**config.mk**
```make
export PLATFORM = sky130hd
export DESIGN_NAME = wash_timer
export DESIGN_NICKNAME = d
export VERILOG_FILES = /design/src/rtl/wash_timer.sv
export SDC_FILE = /design/constraint.sdc
export NUM_CORES = 1
export LEC_CHECK = 0
export CORE_MARGIN = 2
export CORE_UTILIZATION = 65
export CTS_BUF_LIST = sky130_fd_sc_hd__clkbuf_2
export DETAILED_ROUTE_END_ITERATION = 6
export PLACE_DENSITY = 0.91
export SLEW_MARGIN = 20
export SYNTH_ARGS = -nofsm -noshare
export SYNTH_HDL_FRONTEND = slang
export SYNTH_SLANG_ARGS = --single-unit
```
**constraint.sdc**
```tcl
create_clock -name clk -period 3.65 [get_ports clk]
set_input_delay 0.9125 -clock clk [delete_from_list [all_inputs] [get_ports clk]]
set_output_delay 0.9125 -clock clk [all_outputs]
set_load 0.03 [all_outputs]
```
**src/rtl/wash_timer.sv**
```systemverilog
// Washing-machine countdown controller: three debounced pushbuttons drive an
// OFF/IDLE/RUN/PAUSE/DONE FSM that counts the selected program time down.
module wash_timer #(
    parameter int TICK_DIV  = 100000000,
    parameter int DB_CYCLES = 1000000
) (
    input  logic       clk,
    input  logic       rst_n,
    input  logic       power_btn,
    input  logic       start_btn,
    input  logic       mode_btn,
    output logic       power_light,
    output logic [6:0] total_time,
    output logic [6:0] current_time,
    output logic [2:0] current_water,
    output logic       running,
    output logic       done
);
    localparam int PW  = (TICK_DIV > 2) ? $clog2(TICK_DIV) : 1;
    localparam int DBW = (DB_CYCLES > 1) ? $clog2(DB_CYCLES + 1) : 1;
    localparam logic [PW-1:0]  PRESC_MAX = PW'(TICK_DIV - 1);
    localparam logic [DBW-1:0] DB_LAST   = DBW'(DB_CYCLES - 1);

    typedef enum logic [2:0] {S_OFF, S_IDLE, S_RUN, S_PAUSE, S_DONE} state_t;

    // Button vectors are indexed 0=power, 1=start, 2=mode.
    logic [2:0]           sync1_q, sync2_q;
    logic [2:0]           level_q, level_d;
    logic [2:0]           prev_q;
    logic [2:0]           armed_q, armed_d;
    logic [2:0][DBW-1:0]  db_cnt_q, db_cnt_d;
    logic [1:0]           settle_q, settle_d;
    logic [2:0]           press;

    state_t          state_q, state_d;
    logic [1:0]      mode_q, mode_d, next_mode;
    logic [PW-1:0]   presc_q, presc_d;
    logic [6:0]      total_q, total_d;
    logic [6:0]      cur_q, cur_d;
    logic [2:0]      water_q, water_d;
    logic            tick;

    function automatic logic [6:0] prog_time(input logic [1:0] m);
        case (m)
            2'd0:    return 7'd15;
            2'd1:    return 7'd30;
            2'd2:    return 7'd45;
            default: return 7'd90;
        endcase
    endfunction

    function automatic logic [2:0] prog_water(input logic [1:0] m);
        case (m)
            2'd0:    return 3'd1;
            2'd1:    return 3'd2;
            2'd2:    return 3'd3;
            default: return 3'd5;
        endcase
    endfunction

    // A button must be seen released after reset before it may generate
    // presses, so a button held through reset never fires.
    always_comb begin
        level_d  = level_q;
        armed_d  = armed_q;
        db_cnt_d = '0;
        settle_d = (settle_q == 2'd2) ? settle_q : settle_q + 2'd1;
        for (int i = 0; i < 3; i++) begin
            if (sync2_q[i] != level_q[i]) begin
                if (db_cnt_q[i] == DB_LAST) begin
                    level_d[i] = sync2_q[i];
                end else begin
                    db_cnt_d[i] = db_cnt_q[i] + DBW'(1);
                end
            end
            if (settle_q == 2'd2 && !sync2_q[i] && !level_q[i]) begin
                armed_d[i] = 1'b1;
            end
        end
    end

    assign press = level_q & ~prev_q & armed_q;

    always_ff @(posedge clk or negedge rst_n) begin
        if (!rst_n) begin
            sync1_q  <= '0;
            sync2_q  <= '0;
            level_q  <= '0;
            prev_q   <= '0;
            armed_q  <= '0;
            db_cnt_q <= '0;
            settle_q <= '0;
        end else begin
            sync1_q  <= {mode_btn, start_btn, power_btn};
            sync2_q  <= sync1_q;
            level_q  <= level_d;
            prev_q   <= level_q;
            armed_q  <= armed_d;
            db_cnt_q <= db_cnt_d;
            settle_q <= settle_d;
        end
    end

    always_comb begin
        state_d   = state_q;
        mode_d    = mode_q;
        presc_d   = presc_q;
        total_d   = total_q;
        cur_d     = cur_q;
        water_d   = water_q;
        next_mode = mode_q + 2'd1;
        tick      = (presc_q == PRESC_MAX);
        case (state_q)
            S_OFF: begin
                if (press[0]) begin
                    state_d = S_IDLE;
                    total_d = prog_time(2'd0);
                    cur_d   = prog_time(2'd0);
                    water_d = prog_water(2'd0);
                end
            end
            S_IDLE: begin
                if (press[0]) begin
                    state_d = S_OFF;
                end else if (press[1]) begin
                    state_d = S_RUN;
                    presc_d = '0;
                end else if (press[2]) begin
                    mode_d  = next_mode;
                    total_d = prog_time(next_mode);
                    cur_d   = prog_time(next_mode);
                    water_d = prog_water(next_mode);
                end
            end
            S_RUN: begin
                if (press[0]) begin
                    state_d = S_OFF;
                end else begin
                    presc_d = tick ? '0 : presc_q + PW'(1);
                    if (tick && cur_q != 7'd0) begin
                        cur_d = cur_q - 7'd1;
                    end
                    // Reaching zero wins over a simultaneous start press.
                    if (tick && cur_q <= 7'd1) begin
                        state_d = S_DONE;
                    end else if (press[1]) begin
                        state_d = S_PAUSE;
                    end
                end
            end
            S_PAUSE: begin
                if (press[0]) begin
                    state_d = S_OFF;
                end else if (press[1]) begin
                    state_d = S_RUN;
                end
            end
            S_DONE: begin
                if (press[0]) begin
                    state_d = S_OFF;
                end else if (press[1]) begin
                    state_d = S_IDLE;
                    cur_d   = total_q;
                end
            end
            default: state_d = S_OFF;
        endcase
        if (state_d == S_OFF) begin
            mode_d  = '0;
            presc_d = '0;
            total_d = '0;
            cur_d   = '0;
            water_d = '0;
        end
    end

    always_ff @(posedge clk or negedge rst_n) begin
        if (!rst_n) begin
            state_q     <= S_OFF;
            mode_q      <= '0;
            presc_q     <= '0;
            total_q     <= '0;
            cur_q       <= '0;
            water_q     <= '0;
            power_light <= 1'b0;
            running     <= 1'b0;
            done        <= 1'b0;
        end else begin
            state_q     <= state_d;
            mode_q      <= mode_d;
            presc_q     <= presc_d;
            total_q     <= total_d;
            cur_q       <= cur_d;
            water_q     <= water_d;
            power_light <= (state_d != S_OFF);
            running     <= (state_d == S_RUN);
            done        <= (state_d == S_DONE);
        end
    end

    assign total_time    = total_q;
    assign current_time  = cur_q;
    assign current_water = water_q;

endmodule
```
==> reports/results.txt <==
Power Density = 333 nW/um^2
Hpwl dp = 9070 microns
Fin crit period = 2900 ps
Fill cell count = 683
Worst EP required = 2740 ps
Final net count = 708
Die X = 105 microns
Post-synthesis sequential area ratio = 47.9%
Synth top area share = 47.9%
Share of cells above drive strength 1 = 8.09%
Mean post-synth cell area = 9.83 sq um
First-pass GRT wire length = 23400 microns
# DRC = 0
Placer Congestion = 0.884
Crit path largest cell delay = 730 ps
R2r setup slk = 1130 ps
CTS tree = yes
Initial antenna violation count = 0
Post-route cell area = 7210 sq um
Number of diodes = 0
Worst EP arrival = 1990 ps
Worst-path clk slew = 220 ps
Crit-path max FO = 10
Placed instance area = 6970 sq um
Max Clock Freq = 344 MHz
Tot GR Track Use = 25.8%
Slew HR = 32.4%
Rows = 37
Multi-input gate area = 3240 sq um
Area contributors post-synth = dfrtp_1, xnor2_1, xor2_1
Post-route clock skew = 33.4 ps
# clock sinks = 128
Synth Flop Type = dfrtp_1
Per-cell routed wire length = 15.9 microns
I/O Buffers = 24
WL final = 13400 microns
Worst Setup Start Kind = flop
Setup violators final = 0
MaxCap Viol Count = 0
Drt first pass iters = 5
Htree depth = 4
Avg Vias per Cell = 6.23
I/O pin total = 25
CTS Buffer Depth = 2
Synth Warn # = 0
Post-synth EDFFs = 0
Crit Path Class = flop to primary output
Status = finished, final reports clean
CP Cell Sequence = clkdlybuf4s50_1
Maximum VDD drop = 0.326 mV
Post-CTS Setup Bufs = 0
Worst path bufs/invs = 1
Synthesized instance count = 681
Fin. Hold Viols = 0
Pleak = 2.96 nW
Die height = 105 microns
Sum Neg Setup Slack = 0 ps
Yosys cell types = 74
Final max-slew violation count = 0
Largest net degree at the start of global routing = 99
DRT antenna net count = 0
Hold Path Class = input port to async pin
Critical-path cell with the highest stage delay = clkdlybuf4s50_1
Synthesized Nets = 697
Initial Util = 66.0%
Post-CTS Resized = 0
Crit. End Element = primary output
Core area = 10100 sq um
Area Growth Syn to Fin = 7.80%
Clock Latency Late Sink = 710 ps
CP delay by family, top = buffers and inverters
Unrepaired setup endpoints after global routing = no
Synthesized flop and latch total = 128
Post-Syn Area = 6690 sq um
DP Cell Count = 809
Die area = 11100 sq um
Tightest Pin Transition = 1010 ps
WHS = 95.0 ps
Vias in the first global route = 5060
Register area = 3200 sq um
Synth area leader = dfrtp_1
Iteration-0 DRC Markers = 377
Num CTS Buffers = 17
Via count = 5243
Async set or reset register ratio after synthesis = 100%
Final worst-path cycle share = 79.6%
# hold bufs at CTS = 0
Total grt overflow = 0
Cell Count, Final, Fillers Out = 841
Clock Tree Root = clkbuf_2
## cells in the final DEF (no fill, tap or decap), drive strengths merged, types with 9 or more instances in the layout
master / n
a22oi: 16
or4: 11
a21o: 9
xor2: 37
nor2: 80
clkbuf: 17
ha: 11
o21ai: 13
inv: 29
dfrtp: 128
nand3: 42
o31ai: 12
nand4: 14
a21oi: 21
nand2: 47
nor3: 17
clkdlybuf4s50: 23
and3: 15
nor4: 15
xnor2: 39
## state kept, by name, summed over array words and instances (netlist names), 3 cells and up
register      cells
presc_q          27
state_q           3
db_cnt_q         60
armed_q           3
sync2_q           3
level_q           3
prev_q            3
current_time      7
total_time        7
sync1_q           3
## synthesized netlist by cell type (4+ instances only)
cell type and count:
a22oi_1 16, nand4_1 14, xnor2_1 39, clkbuf_1 15
dfrtp_1 128, and2_1 7, o31ai_1 12, o21ai_1 4
and3_1 15, or3_1 8, nor2b_1 4, and4_1 6
buf_2 14, nand3_1 40, o21ai_0 8, a21o_1 9
nor4_1 14, a211oi_1 7, o2111ai_1 5, nor3_1 17
a21oi_1 21, or4_1 10, xor2_1 36, nand2_1 46
inv_1 24, nor2_1 79, ha_1 11
## metal layers
metal  part of all wire [%]  vias up  GRT usage (%)  wire length, microns
met5                      0        -              0                     0
met4                    1.7        0           10.2                   234
met3                    4.7       33           4.95                   631
met2                     51      156           42.3                  6840
met1                     42     2593           34.1                  5690
li1                       -     2461              -                     -
## cell type report
cell class              instances  share of cell area (%)
inverters                      25                    1.30
multi-input cells             494                    44.8
repair buffers                 26                    3.68
well taps                     136                    2.36
clock buffers                  17                    1.18
flip-flops and latches        128                    44.4
clock inverters                15                    2.24
## report_power, final
group	internal, mW	switching [mW]	total, mW
clock	0.324	0.575	0.899
sequential	1.43	0.00918	1.44
combinational	0.0165	0.0468	0.0633
## kinds of logic after synthesis
| group | after synthesis | share of synthesized area, % |
|---|---|---|
| AOI/OAI and AO/OA | 114 | 12.6 |
| xor gates and xnor gates | 76 | 10.1 |
| adders and majority gates | 11 | 2.06 |
| buffers and inverters | 59 | 3.80 |
| DFF | 128 | 47.9 |
| muxes | 6 | 1.05 |
| and+or+nand+nor | 287 | 22.5 |
## metrics by stage
step / total power, mW / utilization, % / worst slack, ps
after floorplan: 1.49 / - / 1570
after global placement: 1.53 / 68.7 / 1270
after detailed placement: 1.53 / 68.7 / 1180
after CTS: 2.43 / 71.2 / 717
after global routing: 2.50 / 71.2 / 642
final: 2.40 / 71.2 / 746
## final timing paths
| check | to | startpoint | cells after the start |
|---|---|---|---|
| worst max-delay path | current_time[2] | current_time[2] | 1 |
| worst min-delay path | presc_q[26] | rst_n | 1 |
| worst max register to register | presc_q[6] | presc_q[0] | 6 |
| worst min register to register | sync2_q[2] | sync1_q[2] | 0 |
| max in group asynchronous | db_cnt_q[28] | rst_n | 2 |
| min in group clk | sync2_q[2] | sync1_q[2] | 0 |
Power figures use the tool's default switching activity.
==> variant 1 (config.mk and constraints unchanged) <==
Remove the register `done`: a continuous assignment takes its place, so the output `done` follows one clock earlier.
--- a/src/rtl/wash_timer.sv
+++ b/src/rtl/wash_timer.sv
@@ -185,5 +185,4 @@
             power_light <= 1'b0;
             running     <= 1'b0;
-            done        <= 1'b0;
         end else begin
             state_q     <= state_d;
@@ -195,7 +194,8 @@
             power_light <= (state_d != S_OFF);
             running     <= (state_d == S_RUN);
-            done        <= (state_d == S_DONE);
-        end
-    end
+        end
+    end
+
+    assign done = (state_d == S_DONE);
 
     assign total_time    = total_q;
Formal check against the unedited RTL: no difference found for any inputs over 10 cycles, from zero or initial values and one cycle with rst_n low; that may be too few to reach the edited logic, so the function may still have changed.
==> variant 1 against the original RTL <==
Via count down 1.2%; largest cell class unchanged; global-route usage rose by 0.67 points; maximum frequency shrank 18%; worst setup slack worse by 0.63 ns; cell area is 0.69% higher; area after synthesis down 0.37%; final cell count up 0.12%; routed wire length is 1.4% higher; power grew 1.1%; sequential cell count shrank 1.
==> variant 1: results (changes against the original RTL) <==
* First-pass GRT wire length at 23780 um (+1.8%)
* RR Endpoint: presc_q[22]
* Net count, final at 714 (+0.85%)
* Worst Setup SP: current_time[4]
* Post-synth top cells: dfrtp_1, nor2_1, nand2_1
* Vias per cell at 6.153 (-1.3%)
* Crit path arrival time at 2.62 ns (+0.63 ns)
* HPWL after DPL at 9218 um (+1.6%)
* GRT Overall Usage at 0.2650 (+0.006695)
* DRT iter0 DRCs at 370 (-1.9%)
* Cell area power density at 334.4 nW/um2 (+0.41%)
* CP max FO at 6 (-4)
* Largest net degree at the start of global routing at 62 (-37%)
* H-tree depth at 4 (unchanged)
* Clock Pin Slew Worst Setup and Hold Paths at 0.17 ns (-0.05 ns)
* Top post-synthesis cells by area: dfrtp_1, xnor2_1, xor2_1, nor2_1, nand3_1
* Leakage at 3.001 nW (+1.3%)
* Status: complete, no violations
* Syn_nets at 696 (-0.14%)
* Fin Clk Skew at 0.03459 ns (+0.001156 ns)
* Worst-skew pair later-pin latency at 0.68 ns (-0.03 ns)
* Vias in the first global route at 5174 (+2.3%)
* Routability cong. at 0.9066 (+2.5%)
* Reg-to-Reg Start: prev_q[0]
* Share of cells above drive strength 1 at 0.09309 (+0.01224)
* Worst reg2reg path depth at 5 (-1)
==> variant 1: worst max-delay path by stage <==
stage	depth (start not counted)	end	slack (ns)
2_1_floorplan	5	done	0.44
3_3_place_gp	6	done	0.27
3_5_place_dp	6	done	0.16
4_1_cts	6	done	0.01
5_1_grt	6	done	-0.03
6_report	6	done	0.12
==> variant 1: worst max-delay path, cell delays in order, from the launching register on <==
cell and delay (ns):
dfrtp_2 0.48, or4_4 0.51, a21oi_2 0.17, nand3_2 0.13
o31a_1 0.30, nor3_2 0.18, buf_4 0.19
==> variant 1: final cells by class <==
| type | count | area [um2] |
|---|---|---|
| clock buffers | 18 | 90.09 |
| flip-flops and latches | 127 | 3181 |
| clock inverters | 12 | 167.7 |
| repair buffers | 33 | 302.8 |
| fillers | 681 | 2600 |
| well taps | 133 | 166.4 |
| multi-input cells | 494 | 3263 |
| inverters | 25 | 93.84 |
==> variant 1: cells by family (layout without fill, tap and decap cells) <==
kind of cell | Yosys count | count (layout) | synth area share
adder cells (fa/ha/maj) | 11 | 11 | 0.02064
buffers and inverters | 59 | 88 | 0.03809
AND/OR/NAND/NOR | 287 | 287 | 0.2263
flip-flops | 127 | 127 | 0.4766
XOR/XNOR | 76 | 76 | 0.1010
multiplexers | 6 | 6 | 0.01051
AO/OA/AOI/OAI | 114 | 114 | 0.1269
==> variant 1: stage by stage <==
stage | worst slack (ns) | util | hold WS [ns] | cells | TNS, ns
floorplan | 0.4397 | - | 0.3312 | 680 | 0
global placement | 0.2707 | 0.7052 | 0.3571 | 809 | 0
CTS | 0.01319 | 0.7330 | 0.2912 | 841 | 0
finish | 0.1169 | 0.7364 | 0.2725 | 842 | 0
global route | -0.03413 | 0.7364 | 0.2763 | 842 | -0.03413
detailed placement | 0.1617 | 0.7052 | 0.3543 | 809 | 0
==> variant 1: layer usage <==
layer,GRT usage,routed length [um]
met1,0.3482,6057
met2,0.4359,6698
met3,0.06803,685
met4,0.07810,147
met5,0,0
==> variant 1: what timing repair did <==
action	4_1_cts	5_1_grt
buffers inserted	2	1
setup endpoints to repair	1	1
gates resized for setup	8	6
pin swaps	1	0
==> variant 1: report_power, final <==
group	internal [mW]	switching, mW
sequential	1.42	0.00937
clock	0.439	0.498
combinational	0.0164	0.0468
total	1.88	0.554
==> variant 2 (config.mk and constraints unchanged) <==
Made on the original files. Change the parameter `TICK_DIV` from 100000000 to 25000000.
--- a/src/rtl/wash_timer.sv
+++ b/src/rtl/wash_timer.sv
@@ -2,5 +2,5 @@
 // OFF/IDLE/RUN/PAUSE/DONE FSM that counts the selected program time down.
 module wash_timer #(
-    parameter int TICK_DIV  = 100000000,
+    parameter int TICK_DIV  = 25000000,
     parameter int DB_CYCLES = 1000000
 ) (
Check against the original RTL: no difference found for any inputs over 10 cycles, from zero or initial values and one cycle with rst_n low; that may be too few to reach the edited logic, so the function may still have changed.
==> variant 2 against the original RTL <==
The flow now finishes with violations (design-rule violations); power down 2.6%; area after synthesis decreased by 1.9%; core utilization grew 1.3 points; largest power group unchanged; global-route usage up 0.60 points; sequential cell count shrank 2; final cell count shrank 0.36%; die area shrank 1.8%; routed wire length is 2.5% higher; largest cell class unchanged; clock power down 4.3%; cell area shrank 1.9%; hold slack improved by 0.044 ns; worst setup slack better by 0.067 ns.
==> variant 2: results (changes against the original RTL) <==
* Status: finished, violations left
* Biggest regs: db_cnt_q (60), presc_q (25)
* HPWL after DPL at 9208 um (+1.5%)
* Failing checks: design-rule violations
* Clock Pin Slew Worst Setup and Hold Paths at 0.20 ns (-0.02 ns)
* Post-route cell area at 7081 um2 (-1.9%)
* Sequential cell area fraction in the yosys report at 0.4801 (+0.001497)
* Pre-CTS setup slack at 1.104 ns (-0.08023 ns)
* Switching power at 0.6002 mW (-4.8%)
* Post-route insts no fill at 838 (-0.36%)
* Syn_nets at 689 (-1.1%)
* Largest net degree at the start of global routing at 40 (-60%)
* Fin Clk Skew at 0.02618 ns (-0.007247 ns)
* Flop2flop setup slack at 1.01 ns (-0.12 ns)
* Share of cells above drive strength 1 at 0.08511 (+0.004255)
* Drt first pass iters at 7 (+2)
* Vias in the first global route at 5136 (+1.5%)
* Top post-synthesis cells by area: dfrtp_1, nor2_1, xnor2_1, xor2_1, nand2_1
* Worst slew pin tran at 1.128 ns (+0.1141 ns)
* Area after DPL at 6845 um2 (-1.8%)
* Post-route DRC at 1 (+1)
* Placed cells at 806 (-0.37%)
* Fin worst setup slack at 0.8133 ns (+0.06704 ns)
* Crit path arrival time at 1.92 ns (-0.07 ns)
* GRT Overall Usage at 0.2643 (+0.006035)
[variant 2: cell types whose count changed in the layout (fill, tap and decap cells not counted), moves of 7 or more]
cell,unedited run,this run
o31ai_1,12,0
nand2_1,46,58
xnor2_1,39,32
nand4_1,14,24
a31oi_1,2,28
a22oi_1,16,0
a41oi_1,0,7
nor2_1,79,87
[variant 2: final cells by class]
class | instances | area share
repair buffers | 28 | 0.03782
clock inverters | 14 | 0.02050
multi-input cells | 494 | 0.4469
inverters | 25 | 0.01325
flip-flops and latches | 126 | 0.4453
clock buffers | 18 | 0.01272
well taps | 133 | 0.02350
[variant 2: final timing paths]
kind / start / endpoint
max in group asynchronous: rst_n / current_time[0]
hold reg to reg: sync1_q[2] / sync2_q[2]
hold / removal: rst_n / db_cnt_q[56]
min in group clk: sync1_q[2] / sync2_q[2]
setup reg to reg: state_q[2] / presc_q[9]
setup / recovery: current_time[2] / current_time[2]
[variant 2: cell families (layout without fill, tap and decap cells)]
logic type / after synthesis / after routing / synth area share
AOI/OAI and AO/OA: 101 / 101 / 0.1101
muxes: 6 / 6 / 0.009716
DFF: 126 / 126 / 0.4801
xor gates and xnor gates: 63 / 63 / 0.08402
buffers and inverters: 53 / 85 / 0.03810
adders and majority gates: 11 / 11 / 0.02096
and+or+nand+nor: 313 / 313 / 0.2570
[variant 2: power groups by stage]
stage	combinational (mW)	sequential, mW	clock, mW
global placement	0.0603	1.44	0
detailed placement	0.0633	1.44	0
CTS	0.0633	1.42	0.873
floorplan	0.0253	1.44	0
global route	0.0727	1.42	0.944
finish	0.0611	1.42	0.860
[variant 2: routing by layer]
metal	global-route usage	wire, um	vias to the layer above
met5	0	0	-
met4	0.1226	298	0
met3	0.05952	805	38
met2	0.4178	6696	214
met1	0.3485	5930	2539
li1	-	-	2462
